File: config.mk
export PLATFORM = sky130hd
export DESIGN_NAME = exe_alu_datapath
export DESIGN_NICKNAME = d
export VERILOG_FILES = /design/src/rtl/exe_alu_datapath.sv
export SDC_FILE = /design/constraint.sdc
export NUM_CORES = 1
export LEC_CHECK = 0
export CAP_MARGIN = 20
export CORE_ASPECT_RATIO = 0.6
export CORE_MARGIN = 4
export CORE_UTILIZATION = 34
export DETAILED_ROUTE_END_ITERATION = 8
export GPL_TIMING_DRIVEN = 0
export PLACE_DENSITY_LB_ADDON = 0.1
export SLEW_MARGIN = 20
export SYNTH_ARGS = -nofsm -noshare
export SYNTH_HDL_FRONTEND = slang
export SYNTH_SLANG_ARGS = --single-unit
File: constraint.sdc
create_clock -name clk -period 7.25 [get_ports clk]
set_input_delay 1.0875 -clock clk [delete_from_list [all_inputs] [get_ports clk]]
set_output_delay 1.0875 -clock clk [all_outputs]
set_load 0.02 [all_outputs]
File: src/rtl/exe_alu_datapath.sv
// MIPS32 integer execute stage: operand select, 32-bit ALU with signed overflow,
// AO/RT result muxes and the EXE/MEM output register. Define EXE_ALU_CLZ_EN to enable CLZ (code 14).
module exe_alu_datapath #(
  parameter int WIDTH = 32
) (
  input  logic                 clk,
  input  logic                 reset,
  input  logic                 in_valid,
  input  logic                 stall,
  input  logic [WIDTH-1:0]     rs_val,
  input  logic [WIDTH-1:0]     rt_val,
  input  logic [WIDTH-1:0]     ext_imm,
  input  logic                 alua_sel,
  input  logic                 alub_sel,
  input  logic [3:0]           alu_func,
  input  logic [1:0]           aom_sel,
  input  logic [1:0]           rtm_sel,
  input  logic [2*WIDTH-1:0]   div_res,
  input  logic [2*WIDTH-1:0]   mult_res,
  output logic [WIDTH-1:0]     alu_out,
  output logic                 overflow,
  output logic [WIDTH-1:0]     aom_q,
  output logic [WIDTH-1:0]     rtm_q,
  output logic                 ovf_q,
  output logic                 out_valid
);

  localparam logic [3:0] OP_ADDU  = 4'd0;
  localparam logic [3:0] OP_ADD   = 4'd1;
  localparam logic [3:0] OP_SUBU  = 4'd2;
  localparam logic [3:0] OP_SUB   = 4'd3;
  localparam logic [3:0] OP_AND   = 4'd4;
  localparam logic [3:0] OP_OR    = 4'd5;
  localparam logic [3:0] OP_XOR   = 4'd6;
  localparam logic [3:0] OP_NOR   = 4'd7;
  localparam logic [3:0] OP_SLT   = 4'd8;
  localparam logic [3:0] OP_SLTU  = 4'd9;
  localparam logic [3:0] OP_SLL   = 4'd10;
  localparam logic [3:0] OP_SRL   = 4'd11;
  localparam logic [3:0] OP_SRA   = 4'd12;
  localparam logic [3:0] OP_LUI   = 4'd13;
  localparam logic [3:0] OP_CLZ   = 4'd14;
  localparam logic [3:0] OP_PASSB = 4'd15;

  logic [WIDTH-1:0] op_a;
  logic [WIDTH-1:0] op_b;
  logic [WIDTH-1:0] sum;
  logic [WIDTH-1:0] diff;
  logic [4:0]       shamt;
  logic [WIDTH-1:0] alu_res;
  logic             ovf_res;
  logic [WIDTH-1:0] aom_mux;
  logic [WIDTH-1:0] rtm_mux;

  logic [WIDTH-1:0] aom_d;
  logic [WIDTH-1:0] rtm_d;
  logic             ovf_d;
  logic             out_valid_d;
  logic             out_valid_q;

  always_comb begin
    op_a  = alua_sel ? ext_imm : rs_val;
    op_b  = alub_sel ? ext_imm : rt_val;
    sum   = op_a + op_b;
    diff  = op_a - op_b;
    shamt = op_a[4:0];
  end

`ifdef EXE_ALU_CLZ_EN
  logic [5:0] clz_cnt;

  // Scanning upward lets the highest set bit win, leaving the leading-zero count.
  always_comb begin
    clz_cnt = 6'd32;
    for (int i = 0; i < WIDTH; i++) begin
      if (op_a[i]) clz_cnt = 6'(WIDTH - 1 - i);
    end
  end
`endif

  always_comb begin
    alu_res = '0;
    ovf_res = 1'b0;
    case (alu_func)
      OP_ADDU:  alu_res = sum;
      OP_ADD: begin
        alu_res = sum;
        ovf_res = (op_a[WIDTH-1] == op_b[WIDTH-1]) && (sum[WIDTH-1] != op_a[WIDTH-1]);
      end
      OP_SUBU:  alu_res = diff;
      OP_SUB: begin
        alu_res = diff;
        ovf_res = (op_a[WIDTH-1] != op_b[WIDTH-1]) && (diff[WIDTH-1] != op_a[WIDTH-1]);
      end
      OP_AND:   alu_res = op_a & op_b;
      OP_OR:    alu_res = op_a | op_b;
      OP_XOR:   alu_res = op_a ^ op_b;
      OP_NOR:   alu_res = ~(op_a | op_b);
      OP_SLT:   alu_res = {{(WIDTH-1){1'b0}}, ($signed(op_a) < $signed(op_b))};
      OP_SLTU:  alu_res = {{(WIDTH-1){1'b0}}, (op_a < op_b)};
      OP_SLL:   alu_res = op_b << shamt;
      OP_SRL:   alu_res = op_b >> shamt;
      OP_SRA:   alu_res = $unsigned($signed(op_b) >>> shamt);
      OP_LUI:   alu_res = {op_b[15:0], 16'h0000};
      OP_CLZ: begin
`ifdef EXE_ALU_CLZ_EN
        alu_res = {{(WIDTH-6){1'b0}}, clz_cnt};
`else
        alu_res = '0;
`endif
      end
      OP_PASSB: alu_res = op_b;
      default:  alu_res = '0;
    endcase
  end

  assign alu_out  = alu_res;
  assign overflow = ovf_res;

  // Select value 3 falls back to the primary source so no encoding produces X.
  always_comb begin
    case (aom_sel)
      2'd1:    aom_mux = div_res[WIDTH-1:0];
      2'd2:    aom_mux = mult_res[2*WIDTH-1:WIDTH];
      default: aom_mux = alu_res;
    endcase
    case (rtm_sel)
      2'd1:    rtm_mux = div_res[2*WIDTH-1:WIDTH];
      2'd2:    rtm_mux = mult_res[WIDTH-1:0];
      default: rtm_mux = rt_val;
    endcase
  end

  // Reset beats stall; data registers load regardless of in_valid.
  always_comb begin
    aom_d       = aom_q;
    rtm_d       = rtm_q;
    ovf_d       = ovf_q;
    out_valid_d = out_valid_q;
    if (reset) begin
      aom_d       = '0;
      rtm_d       = '0;
      ovf_d       = 1'b0;
      out_valid_d = 1'b0;
    end else if (!stall) begin
      aom_d       = aom_mux;
      rtm_d       = rtm_mux;
      ovf_d       = ovf_res & in_valid;
      out_valid_d = in_valid;
    end
  end

  always_ff @(posedge clk) begin
    aom_q       <= aom_d;
    rtm_q       <= rtm_d;
    ovf_q       <= ovf_d;
    out_valid_q <= out_valid_d;
  end

  assign out_valid = out_valid_q;

endmodule

==> flow_summary.json <==
{
  "run_status": "complete, but fails checks",
  "violations": "DRC, setup timing",
  "clkPwrFrac_pct": 17.5,
  "worst_setup_path_start_kind": "input port",
  "netlist_top_cells_area": "mux2i_1 (13%), dfxtp_1 (9.8%), ha_1 (9.3%)",
  "synth_compound_area_share_pct": 35.8,
  "synth_commonest_cells": "nor2_1 (227), a21oi_1 (207), nand2_1 (178), mux2i_1 (170), o21ai_0 (113)",
  "seqPwrFrac_pct": 14.2,
  "min_period_ns": 7.49,
  "ys_async_sr_fraction_pct": 0,
  "nNetsFinal": 2646,
  "io_pins": 337,
  "setup_viol": 7,
  "switchingPower_w": 0.00150,
  "synth_cells": 1954,
  "path_class": "in2out",
  "h-tree-depth": 3,
  "ir_drop_uv": 116,
  "hold_class": "reg2reg",
  "grt_first_pass_wirelength_um": 133000,
  "grt_overflow": 0,
  "crit_start": "alu_func[1]",
  "synth.top_cell.area_share_pct": 12.6,
  "syn_area_per_cell_um2": 6.88,
  "grt_start_max_net_pins": 20,
  "slew_headroom_pct": 16.1,
  "hold_viol_final": 0,
  "ys_ff_latch": 66,
  "yosysSeqAreaShare_pct": 9.82,
  "num_rows": 56,
  "synth_xor_area_share_pct": 1.82,
  "stdcell_area_um2": 18200,
  "rsz0062_at_grt": "yes",
  "drc_errors": 2,
  "drv_slew": 0,
  "cts_tree": "done",
  "viasPerCell": 6.84,
  "finalWirelength_um": 98200,
  "yosysTopAreaCell": "mux2i_1",
  "required_ns": 6.16,
  "antenna_found_initial": 3,
  "synth_cell_types": 92,
  "area_growth_syn_to_layout_pct": 35.4,
  "path_clk_slew_ns": 0.06,
  "vias": 19400,
  "synth_area_um2": 13500,
  "placed_cell_area_um2": 17500,
  "die_y_um": 162,
  "yosysMostFrequentCell": "nor2_1",
  "skew_ns": 0,
  "synthSimpleGateAreaFrac_pct": 18.8,
  "grtUsageTotal_pct": 42.8,
  "start_util_pct": 34.5,
  "yosysWarnings": 0,
  "synth_ff_type": "dfxtp_1",
  "period_share_pct": 103,
  "dp_hpwl_um": 81700,
  "tightest_slew_ns": 1.25,
  "drive_gt1_share_pct": 7.18,
  "core_area_um2": 39000,
  "synthAdderAreaFrac_pct": 9.60,
  "post_drt_wl_per_cell_um": 34.6,
  "die-area_um2": 42900,
  "power_frac_comb_pct": 68.3,
  "ant_nets": 0,
  "drtPass1Iterations": 9,
  "p_per_area_nw_per_um2": 158,
  "io_buffers": 333,
  "grt_pass1_vias": 17600,
  "numCtsBuffers": 9,
  "p_int_w": 0.00138,
  "hold_start": "aom_q[7]",
  "place_congestion": 1.12,
  "cp.arrival_ns": 6.40,
  "whs_ns": 0.472,
  "worstSetupEndpointType": "primary output",
  "die_x_um": 265,
  "ctsHoldBuffers": 0,
  "cts_sinks": 66,
  "clk_root_buffer_cell": "clkbuf_16",
  "maxCapViolations": 0,
  "clockBufferDepth": 2,
  "fmax_mhz": 134,
  "synth_fp_nets": 2294,
  "power_leakage_nw": 7.35,
  "r2r_start": "aom_q[13]",
  "clock_latency_ns": 0.35,
  "swShare_pct": 52.1,
  "synth_edf_count": 0,
  "fin_ws_ns": -0.239,
  "initialDrtViolationCount": 3804,
  "critPathMaxFanout": 10,
  "synth_top_family_by_area": "compound AO/OA/AOI/OAI gates",
  "synth_mux_area_share_pct": 15.7
}
-- worst max-delay path: stages --
cell and delay [ns]:
clkdlybuf4s50_1 0.60, buf_4 0.24, clkinv_1 0.47, nor3_4 0.83, nand2_1 0.64, nor3_1 0.84
o31ai_1 0.24, a22oi_1 0.68, clkdlybuf4s50_1 0.74
-- cells by family after synthesis --
family	count (synthesis)
compound gates	720
simple gates	570
buf+inv	270
mux	198
fa+ha+maj	102
flops	66
xor+xnor	28
-- layout by cell type (no fill, tap or decap), drive strengths merged, types with 12 or more instances in the layout --
cell type,Yosys,layout
nor3,25,25
a221oi,29,29
a222oi,14,14
inv,107,109
buf,65,72
a211oi,20,20
nor2b,12,12
nand2,178,178
o21bai,12,12
a22oi,57,57
xnor2,21,21
clkdlybuf4s50,0,331
o21ai,136,136
mux2i,186,186
a21o,24,24
o31ai,24,24
o22ai,14,14
a31oi,21,21
clkbuf,96,106
nand3,44,44
ha,100,100
o211ai,27,27
dfxtp,66,66
nand4,13,13
a311oi,12,12
nor2,228,228
a21oi,207,207
-- metal layers --
metal / GRT usage, % / vias up / routed length, µm
met4: 10.0 / 4 / 2780
met1: 63.2 / 9446 / 42200
met3: 22.4 / 189 / 17700
met2: 53.1 / 1807 / 35300
li1: - / 7972 / -
met5: 1.58 / - / 203
-- final timing paths --
path | endpoint | slack (ns) | cells after the start
worst min register to register | aom_q[7] | 0.47 | 2
worst max-delay path | alu_out[2] | -0.24 | 9
worst max register to register | aom_q[13] | 6.44 | 2
worst min-delay path | aom_q[7] | 0.47 | 2
-- state kept, by name, indices dropped and copies added (netlist names) --
signal,flops
aom_q,32
rtm_q,32
out_valid,1
ovf_q,1
-- per-stage QoR --
stage	cells	setup WS, ns	setup TNS, ns	utilization (%)	total power (W)
2_1_floorplan	1954	1.03	0	-	0.00142
3_5_place_dp	2811	-2.43	-49.76	44.8	0.00222
6_report	2837	-0.239	-0.813	46.7	0.00289
4_1_cts	2832	0.0253	0	46.4	0.00275
5_1_grt	2833	-0.156	-0.383	46.6	0.00294
3_3_place_gp	2809	-2.48	-54.52	44.7	0.00222
-- cell type report --
cell class | count | area (µm²)
fill | 3974 | 20800
multi-input combinational | 1618 | 11300
timing repair buffer | 346 | 3440
sequential | 66 | 1320
buffer | 156 | 754
tap | 522 | 653
inverter | 109 | 410
clock buffer | 9 | 225
clock inverter | 7 | 101
antenna | 4 | 10.0
-- what timing repair did --
item,CTS,global route
resized for setup,67,32
setup buffers,9,1
endpoints found under the setup margin,37,14
pin swaps,2,2
-- power groups by stage --
stage	Clock (W)	Combinational [W]	Sequential (W)
global route	0.000518	0.00201	0.000411
finish	0.000505	0.00197	0.000409
CTS	0.000500	0.00184	0.000408
detailed placement	0	0.00181	0.000415
global placement	0	0.00181	0.000414
floorplan	0	0.000967	0.000449
(Power assumes the default switching activity.)
